[src/rtl/score_tracker.sv]
// Rhythm-game score tracker: accumulates judged hits for one song and reports progress to the scorer.
// Optional health/fail mechanics are enabled by defining SCORE_HEALTH_EN.
module score_tracker #(
    parameter int TOTAL_W = 24,
    parameter int HP_MAX  = 1000
) (
    input  logic               clk,
    input  logic               rst_n,
    input  logic               start,
    input  logic               abort,
    input  logic [20:0]        total_note,
    input  logic [1:0]         mod,
    input  logic               hit_valid,
    output logic               hit_ready,
    input  logic [20:0]        base_score,
    input  logic [20:0]        bonus_score,
    input  logic [20:0]        combo,
    input  logic [2:0]         level,
    output logic [20:0]        last_combo,
    output logic [20:0]        last_base_score,
    output logic [20:0]        now_cnt,
    output logic [TOTAL_W-1:0] total_score,
    output logic [20:0]        max_combo,
    output logic [2:0]         final_level,
    output logic [10:0]        hp,
    output logic               done,
    output logic               failed,
    output logic [1:0]         state_dbg
);
    // Handshake: a hit transfers on a rising edge where hit_valid && hit_ready and abort is low;
    // hit_ready depends only on the FSM state, never on the inputs.

    typedef enum logic [1:0] {IDLE, PLAY, DONE, FAIL} state_t;

    localparam logic [10:0] HP_INIT = 11'(HP_MAX);
    localparam int          SW      = ((TOTAL_W > 22) ? TOTAL_W : 22) + 1;

    state_t      state_q, state_d;
    logic        clear, accept, hp_fail, last_hit;
    logic [20:0] total_note_q;
    logic [21:0] lb_sum;
    logic [SW-1:0] tot_sum;

    assign hit_ready = (state_q == PLAY);
    assign done      = (state_q == DONE);
    assign state_dbg = state_q;
    assign last_hit  = ((now_cnt + 21'd1) == total_note_q);
    assign lb_sum    = {1'b0, last_base_score} + {1'b0, base_score};
    assign tot_sum   = SW'(total_score) + SW'(base_score) + SW'(bonus_score);

    always_ff @(posedge clk or negedge rst_n) begin
        if (!rst_n) state_q <= IDLE;
        else        state_q <= state_d;
    end

    // abort has priority over both start and a presented hit.
    always_comb begin
        state_d = state_q;
        clear   = 1'b0;
        accept  = 1'b0;
        case (state_q)
            IDLE: begin
                if (start && !abort && (total_note != '0)) begin
                    state_d = PLAY;
                    clear   = 1'b1;
                end
            end
            PLAY: begin
                if (abort) begin
                    state_d = IDLE;
                end else if (hit_valid) begin
                    accept = 1'b1;
                    if (hp_fail)       state_d = FAIL;
                    else if (last_hit) state_d = DONE;
                end
            end
            default: begin
                if (abort) begin
                    state_d = IDLE;
                end else if (start && (total_note != '0)) begin
                    state_d = PLAY;
                    clear   = 1'b1;
                end
            end
        endcase
    end

    always_ff @(posedge clk or negedge rst_n) begin
        if (!rst_n) begin
            total_note_q    <= '0;
            now_cnt         <= '0;
            last_combo      <= '0;
            last_base_score <= '0;
            total_score     <= '0;
            max_combo       <= '0;
            final_level     <= 3'd6;
        end else if (clear) begin
            total_note_q    <= total_note;
            now_cnt         <= '0;
            last_combo      <= '0;
            last_base_score <= '0;
            total_score     <= '0;
            max_combo       <= '0;
            final_level     <= 3'd6;
        end else if (accept) begin
            now_cnt         <= now_cnt + 21'd1;
            last_combo      <= combo;
            last_base_score <= lb_sum[21] ? '1 : lb_sum[20:0];
            total_score     <= (tot_sum > SW'({TOTAL_W{1'b1}})) ? '1 : tot_sum[TOTAL_W-1:0];
            max_combo       <= (combo > max_combo) ? combo : max_combo;
            final_level     <= level;
        end
    end

`ifdef SCORE_HEALTH_EN
    logic [1:0]  mod_q;
    logic [11:0] hp_up;
    logic [10:0] hp_acc;

    assign hp_up   = {1'b0, hp} + 12'd20;
    // No Fail mode (01) lets hp sit at zero without ending the song.
    assign hp_fail = (hp_acc == '0) && (mod_q != 2'b01);
    assign failed  = (state_q == FAIL);

    always_comb begin
        hp_acc = hp;
        if (base_score == '0) hp_acc = (hp < 11'd100) ? 11'd0 : hp - 11'd100;
        else                  hp_acc = (hp_up > {1'b0, HP_INIT}) ? HP_INIT : hp_up[10:0];
    end

    always_ff @(posedge clk or negedge rst_n) begin
        if (!rst_n) begin
            hp    <= HP_INIT;
            mod_q <= 2'b00;
        end else if (clear) begin
            hp    <= HP_INIT;
            mod_q <= mod;
        end else if (accept) begin
            hp    <= hp_acc;
        end
    end
`else
    logic unused_mod;

    assign unused_mod = ^mod;
    assign hp         = HP_INIT;
    assign hp_fail    = 1'b0;
    assign failed     = 1'b0;
`endif

endmodule

[config.mk]
export PLATFORM = sky130hd
export DESIGN_NAME = score_tracker
export DESIGN_NICKNAME = d
export VERILOG_FILES = /design/src/rtl/score_tracker.sv
export SDC_FILE = /design/constraint.sdc
export NUM_CORES = 1
export LEC_CHECK = 0
export ABC_AREA = 1
export BUFFER_PORTS_ARGS = -buffer_cell sky130_fd_sc_hd__buf_2
export CAP_MARGIN = 5
export CORE_AREA = 4 4 200 202
export DETAILED_ROUTE_END_ITERATION = 8
export DIE_AREA = 0 0 204 206
export SLEW_MARGIN = 10
export SYNTH_ARGS = -nofsm -noshare
export SYNTH_HDL_FRONTEND = slang
export SYNTH_SLANG_ARGS = --single-unit
[constraint.sdc]
create_clock -name clk -period 5.3 [get_ports clk]
set_input_delay 1.06 -clock clk [delete_from_list [all_inputs] [get_ports clk]]
set_output_delay 1.06 -clock clk [all_outputs]
set_load 0.02 [all_outputs]
; After elaboration in Yosys (flattened, before gate mapping)
; Index checks and enable logic that the tools add are counted.
[totals]
ff_bits = 134
input_bits = 94
output_inout_bits = 127
elab_cells = 60
[classes]
n_addsub = 4
magnitude_cmp = 2
eq_ne = 6
mux = 29
reduce_logical = 11
[ops]
columns = cell, count
row1 = 21-bit two-way mux, 10
row2 = 24-bit two-way mux, 3
row3 = 24-bit by 21-bit adder with 25-bit output, 1
row4 = 25-bit by 21-bit adder with 25-bit output, 1
row5 = 25-bit by 24-bit greater-than comparator with 1-bit output (second input constant), 1
row6 = 21-bit by 21-bit adder with 22-bit output, 1
row7 = 21-bit by 1-bit adder with 21-bit output (second input constant), 1
row8 = 21-bit equality test, 1
row9 = 21-bit greater-than comparator, 1
row10 = 21-bit nonzero test, 1
row11 = 2-bit two-way mux, 6
row12 = 1-bit two-way mux, 6
row13 = 3-bit two-way mux, 2
row14 = 2-bit case mux with 2 select lines, 1
row15 = 4-bit AND reduction, 1
row16 = 2-bit nonzero test, 2
row17 = 4-bit nonzero test, 1
row18 = 1-bit logical AND, 3
row19 = 3-bit by 2-bit != test with 1-bit output (second input constant), 1
row20 = 3-bit != test (second input constant), 1
row21 = 2-bit by 1-bit equality test with 1-bit output (second input constant), 1
row22 = 2-bit equality test (second input constant), 1
row23 = 2-bit zero test, 1
row24 = 2-bit != test (second input constant), 1
row25 = other kinds (3), 3

; Depth between registers and ports, before layout
; Gate-level depths: netlist of the first run.
[logic_depth]
ltp_word = 7
mapped_depth = 18
depth_no_buf = 18

; Worst setup path after synthesis of the first run
; OpenSTA, ideal clock, no wires.
[synth_timing]
path_type = input to register
from = in base_score[1]
to = reg total_score[21]
setup_time_ns = 0.123
arrival_time_ns = 3.248
required_time_ns = 5.177
slack_ns = 1.929
stages = 16
n_path_buf = 0
cell_sequence = fa_1 > ha_1 > inv_1 > fa_1 > inv_1 > nand3_1 > nand2_1 > a21boi_1 > o21bai_1 > nand3_1 > nand2_1 > nand2_1 > nand2_1 > nor2_1 > o21ai_0 > nand2_1
[synth_between]
elab_chain_len = 6
[synth_lines]
columns = element, line
row1 = from (decl), 15  ; input logic [20:0] base_score,
row2 = 24-bit by 21-bit adder with 25-bit output *, 49  ; assign tot_sum = SW'(total_score) + SW'(base_score) + SW'(bonus_score);
row3 = 25-bit by 21-bit adder with 25-bit output *, 49
row4 = 25-bit by 24-bit greater-than comparator with 1-bit output, 109  ; total_score <= (tot_sum > SW'({TOTAL_W{1'b1}})) ? '1 : tot_sum[TOTAL_W-1:0];
row5 = 24-bit two-way mux *, 109
row6 = 24-bit two-way mux *, 105  ; end else if (accept) begin
row7 = 24-bit two-way mux *, 97  ; end else if (clear) begin
row8 = to (signal assigned), 109
row9 = to (decl), 22  ; output logic [TOTAL_W-1:0] total_score,
; Mark *: on every way between the ends. The rest lies on a longest branch, timed or not. The select of a mux whose other input is x is not followed.
; A chain may end at the register's enable or synchronous reset.

; Worst setup path after layout of the first run
; Ends and elaborated chain as after synthesis.

==> impl_metrics.py, run 1 <==
metrics = {
    "status": {
        "status": "complete, no violations",
    },
    "clock_tree": {
        "cts_resized": 0,
        "path_clk_slew_ns": 0.06,
        "clockBufferDepth": 2,
        "clkSinkCount": 134,
        "cts_root_buf": "clkbuf_16",
        "cts_tree": "done",
        "hold_buffers": 0,
        "clk_latency_ns": 0.44,
        "numCtsBuffers": 17,
        "cts_setup_buffers": 0,
        "htree_num_levels": 4,
    },
    "timing": {
        "rsz0062_at_grt": "false",
        "drv_slew": 0,
        "timing.final.ws_setup_ns": 1.78,
        "setup_tns_ns": 0,
        "maxSlewHeadroom": 0.320,
        "setup_viol": 0,
        "fmax_ghz": 0.284,
        "whs_ns": 0.484,
        "post-route-period-util": 0.663,
        "tightest_slew_ns": 1.02,
        "fin_crit_ns": 3.52,
        "finalClockSkew_ns": 0.0129,
        "hold_viol": 0,
    },
    "flow_run": {
        "drv_cap": 0,
    },
    "synth": {
        "yosys_warnings": 0,
        "synth_top_family_by_area": "simple AND/OR/NAND/NOR gates",
        "synthAdderAreaFrac": 0.133,
        "synth_area_sq_um": 9490,
        "ys_ff_latch": 134,
        "yosys.area_share.simple": 0.257,
        "synth-main-ff-cell": "dfrtp_1",
        "async_flop_share": 1.00,
        "syn_avg_cell_area_sq_um": 7.67,
        "yosysSeqAreaShare": 0.353,
        "syn_inst": 1237,
        "synth_xor_area_frac": 0.0277,
        "synthMuxAreaShare": 0.00949,
        "synth_compound_area_frac": 0.146,
        "netlist-cell-type-count": 53,
        "synth_edf_count": 0,
    },
    "detailed_routing": {
        "drt_first_pass_iters": 5,
        "ant_nets": 0,
        "drc_errors": 0,
        "vias_per_cell": 4.61,
        "routed_wl_microns": 31200,
        "dr.first_iter.drc_count": 403,
        "dr_total_vias": 9063,
        "wl_per_cell_microns": 15.9,
    },
    "finish": {
        "stdcell_area_sq_um": 11700,
        "layout_common_cells": "341 x nand2_1, 205 x buf_2, 132 x dfrtp_1",
        "nFillCells": 4122,
        "fin_nets": 1615,
        "drive_gt1_frac": 0.202,
        "final_common_cell": "nand2_1",
        "syn_to_final_growth_pct": 22.9,
    },
    "placed_design": {
        "placed_area_sq_um": 11000,
        "hpwlAfterDp_microns": 24400,
        "preCtsSetupSlack_ns": 1.33,
        "gp_congestion": 0.897,
        "port_buffers": 206,
    },
    "power": {
        "power.density_nw_per_um2": 524,
        "leakage_nw": 5.95,
        "ir_drop_mv": 0.236,
        "p_total_mw": 6.11,
    },
    "floorplanning": {
        "die_h_microns": 206,
        "die_area_sq_um": 42000,
        "initial_core_util": 0.248,
        "dieWidth_microns": 204,
        "ios": 221,
        "core_area_sq_um": 38300,
        "rows": 72,
    },
    "worst_setup_path": {
        "critPathCaptureType": "flip-flop",
        "cp-startpoint": "base_score[1]",
        "crit_arrival_ns": 3.83,
        "rr_startpoint": "total_score[1]$_DFFE_PN0P_",
        "critPathLaunchType": "input port",
        "path_max_fanout": 4,
        "path_class": "in2reg",
        "required_ns": 5.61,
    },
    "grt": {
        "antenna_found_initial": 2,
        "grt_pass1_vias": 8781,
        "grt_pass1_wl_microns": 49000,
        "grt_start_max_net_pins": 101,
        "grt-ovfl-total": 0,
        "grt_usage": 0.148,
    },
    "min_path": {
        "hold_path.class": "reg2reg",
        "min-delay-start": "last_combo[20]$_DFFE_PN0P_",
    },
}
stage by stage:
step                      utilization  instances
final                           0.305       1966
after global placement          0.288       1933
after CTS                       0.305       1965
after floorplan                     -       1247
after detailed placement        0.288       1933
after global routing            0.305       1966
flip-flops by register name (all words and copies together), names as in the netlist:
name             cells
state_dbg            2
total_note_q        21
total_score         24
max_combo           21
last_base_score     21
now_cnt             21
final_level          3
last_combo          21
cells by family after synthesis:
family | count (synthesis)
AO/OA/AOI/OAI | 248
flip-flops | 134
XOR/XNOR | 30
AND/OR/NAND/NOR | 567
multiplexers | 8
buffers and inverters | 161
adder cells (fa/ha/maj) | 87
other | 2
final timing paths:
kind | to | slack, ns | cells after the start
setup / recovery | total_score[21]$_DFFE_PN0P_ | 1.78 | 17
hold / removal | last_combo[20]$_DFFE_PN0P_ | 0.48 | 2
setup reg to reg | total_score[21]$_DFFE_PN0P_ | 2.15 | 16
hold reg to reg | last_combo[20]$_DFFE_PN0P_ | 0.48 | 2
max in group asynchronous | final_level[1]$_DFFE_PN1P_ | 3.43 | 2
min in group asynchronous | last_base_score[17]$_DFFE_PN0P_ | 0.77 | 1
layer usage:
metal / global-route usage / vias to the layer above / wire, microns
met2: 0.244 / 272 / 14500
met4: 0.0345 / 2 / 472
met5: 0 / - / 11
met3: 0.0405 / 24 / 1960
li1: - / 4504 / -
met1: 0.195 / 4261 / 14300
power by group:
group	internal (mW)	switching [mW]
combinational	1.13	1.98
sequential	1.38	0.306
clock	0.773	0.541
total	3.28	2.83
critical path, cell delays in order:
cell,delay (ns)
buf_2,0.14
fa_1,0.55
ha_1,0.23
inv_1,0.10
fa_1,0.39
inv_1,0.11
nand3_1,0.07
nand2_1,0.10
a21boi_1,0.09
o21bai_1,0.33
nand3_1,0.12
nand2_1,0.13
nand2_1,0.06
nand2_1,0.08
nor2_1,0.04
o21ai_0,0.15
nand2_1,0.07
synthesized netlist by cell type, types with 10 or more instances:
cell | number | area share
buf_2 | 10 | 0.0053
xor2_1 | 14 | 0.013
ha_1 | 64 | 0.084
o21ai_0 | 115 | 0.061
a21o_1 | 12 | 0.0095
nor3_1 | 19 | 0.010
clkbuf_1 | 19 | 0.0075
a21oi_1 | 58 | 0.031
dfrtp_1 | 132 | 0.35
buf_4 | 18 | 0.014
o21ai_1 | 13 | 0.0069
inv_1 | 106 | 0.042
nand4_1 | 21 | 0.014
fa_1 | 23 | 0.049
xnor2_1 | 16 | 0.015
nand3_1 | 71 | 0.037
nor2_1 | 75 | 0.030
o22ai_1 | 16 | 0.011
nand2_1 | 341 | 0.13
final cells by class:
| cell class | instances | area (sq um) | share of cell area |
|---|---|---|---|
| clock inverters | 13 | 184 | 0.0158 |
| flip-flops and latches | 134 | 3360 | 0.288 |
| repair buffers | 217 | 1120 | 0.0960 |
| well taps | 518 | 648 | 0.0556 |
| clock buffers | 19 | 443 | 0.0380 |
| diodes | 1 | 2.50 | 0.000215 |
| multi-input cells | 952 | 5490 | 0.471 |
| inverters | 112 | 422 | 0.0362 |
Power figures use the tool's default switching activity.
==> run 2: changes to the inputs <==
Clock period 5.3 ns to 3.3 ns, I/O delays scaled along.
==> run 2 against run 1 <==
Net effect:
- sequential cell count unchanged
- core utilization up 0.16 points
- via count increased by 0.44%
- critical path type is now reg2reg
- die area unchanged
- final cell count increased by 0.56%
- worst hold slack worse by 0.20 ns
- first-iteration DRC count is 0.50% lower
- sequential power grew 61%
==> impl_metrics.py, run 2 (same netlist as run 1, synthesis figures left out) <==
metrics = {
    "clock_tree": {
        "cts_setup_buffers": 0,
        "clkSinkCount": 134,
        "hold_buffers": 0,
        "cts_tree": "done",
        "cts_root_buf": "clkbuf_16",
        "cts_resized": 0,
        "path_clk_slew_ns": 0.07,
        "clockBufferDepth": 2,
        "numCtsBuffers": 17,
        "clk_latency_ns": 0.44,
        "htree_num_levels": 4,
    },
    "grt": {
        "grt_usage": 0.148,
        "grt-ovfl-total": 0,
        "grt_pass1_vias": 8735,
        "antenna_found_initial": 1,
        "grt_pass1_wl_microns": 48800,
        "grt_start_max_net_pins": 88,
    },
    "timing": {
        "post-route-period-util": 0.878,
        "setup_tns_ns": 0,
        "setup_viol": 0,
        "drv_slew": 0,
        "fmax_ghz": 0.345,
        "hold_viol": 0,
        "rsz0062_at_grt": "false",
        "whs_ns": 0.288,
        "finalClockSkew_ns": 0.00885,
        "tightest_slew_ns": 0.891,
        "fin_crit_ns": 2.90,
        "maxSlewHeadroom": 0.406,
    },
    "detailed_routing": {
        "dr_total_vias": 9103,
        "drc_errors": 0,
        "drt_first_pass_iters": 7,
        "ant_nets": 0,
        "wl_per_cell_microns": 15.9,
        "dr.first_iter.drc_count": 401,
        "vias_per_cell": 4.60,
        "routed_wl_microns": 31500,
    },
    "status": {
        "status": "complete, no violations",
    },
    "floorplanning": {
        "initial_core_util": 0.248,
        "core_area_sq_um": 38300,
        "rows": 72,
        "die_area_sq_um": 42000,
        "ios": 221,
        "die_h_microns": 206,
        "dieWidth_microns": 204,
    },
    "finish": {
        "largest_reg_flops": 24,
        "nFillCells": 4149,
        "max_flop_register": "total_score",
        "seq_area_sq_um": 3360,
        "antenna_cells": 0,
        "stdcell_area_sq_um": 11700,
        "layout_common_cells": "341 x nand2_1, 205 x buf_2, 132 x dfrtp_1",
        "syn_to_final_growth_pct": 23.5,
        "drive_gt1_frac": 0.209,
        "multi_input_area_sq_um": 5490,
        "fin_nets": 1627,
        "final_common_cell": "nand2_1",
    },
    "min_path": {
        "hold_path.class": "in2async",
    },
    "worst_setup_path": {
        "required_ns": 3.63,
        "path_class": "reg2reg",
        "critPathCaptureType": "flip-flop",
        "crit_arrival_ns": 3.22,
        "reg2reg_depth": 16,
        "critPathLaunchType": "flip-flop",
        "path_max_fanout": 3,
    },
    "power": {
        "p_total_mw": 9.81,
        "ir_drop_mv": 0.388,
        "leakage_nw": 6.00,
        "power.density_nw_per_um2": 837,
    },
    "flow_run": {
        "drv_cap": 0,
    },
    "placed_design": {
        "gp_congestion": 0.866,
        "hpwlAfterDp_microns": 24900,
        "port_buffers": 206,
        "placed_area_sq_um": 11100,
    },
}
==> run 2: worst paths after layout <==
| kind | startpoint | end | slack (ns) |
|---|---|---|---|
| setup / recovery | total_score[1]$_DFFE_PN0P_ | total_score[21]$_DFFE_PN0P_ | 0.40 |
| hold / removal | rst_n | last_base_score[16]$_DFFE_PN0P_ | 0.29 |
| setup reg to reg | total_score[1]$_DFFE_PN0P_ | total_score[21]$_DFFE_PN0P_ | 0.40 |
| hold reg to reg | last_combo[12]$_DFFE_PN0P_ | last_combo[12]$_DFFE_PN0P_ | 0.49 |
| max in group asynchronous | rst_n | max_combo[11]$_DFFE_PN0P_ | 2.21 |
| min in group clk | level[0] | final_level[0]$_DFFE_PN0P_ | 0.45 |
==> run 2: cell type report <==
| type | count | area share |
|---|---|---|
| Tap cell | 518 | 0.0553 |
| Inverter | 112 | 0.0360 |
| Timing Repair Buffer | 229 | 0.104 |
| Clock inverter | 14 | 0.0134 |
| Sequential cell | 134 | 0.286 |
| Multi-Input combinational cell | 952 | 0.468 |
| Clock buffer | 18 | 0.0366 |
==> run 2: critical path, cell delays in order, from the launching register on <==
cell,delay (ns)
dfrtp_1,0.44
fa_1,0.51
ha_1,0.19
inv_1,0.08
fa_1,0.39
inv_1,0.08
nand3_1,0.07
nand2_1,0.10
a21boi_1,0.09
o21bai_1,0.22
nand3_1,0.10
nand2_1,0.12
nand2_1,0.06
nand2_1,0.07
nor2_1,0.04
o21ai_0,0.15
nand2_1,0.06
==> run 2: power breakdown <==
group          switching, mW  leakage (nW)  total (mW)  internal (mW)
logic                   3.22          3.95        5.11           1.90
clock network          0.902         0.287        1.98           1.08
registers              0.501          1.75        2.71           2.21
total                   4.62          6.00        9.81           5.19
==> run 2: stage by stage <==
step | setup WS (ns) | util | instances
after global routing | 0.197 | 0.306 | 1977
after floorplan | 0.329 | - | 1247
final | 0.404 | 0.306 | 1977
after global placement | -0.0334 | 0.291 | 1945
after CTS | 0.389 | 0.306 | 1977
after detailed placement | -0.0245 | 0.291 | 1945
==> run 2: layer usage <==
layer / vias up / GRT usage / wire [microns]
li1: 4530 / - / -
met3: 24 / 0.0322 / 1960
met2: 280 / 0.242 / 14600
met1: 4267 / 0.199 / 14500
met4: 2 / 0.0388 / 456
met5: - / 0 / 7
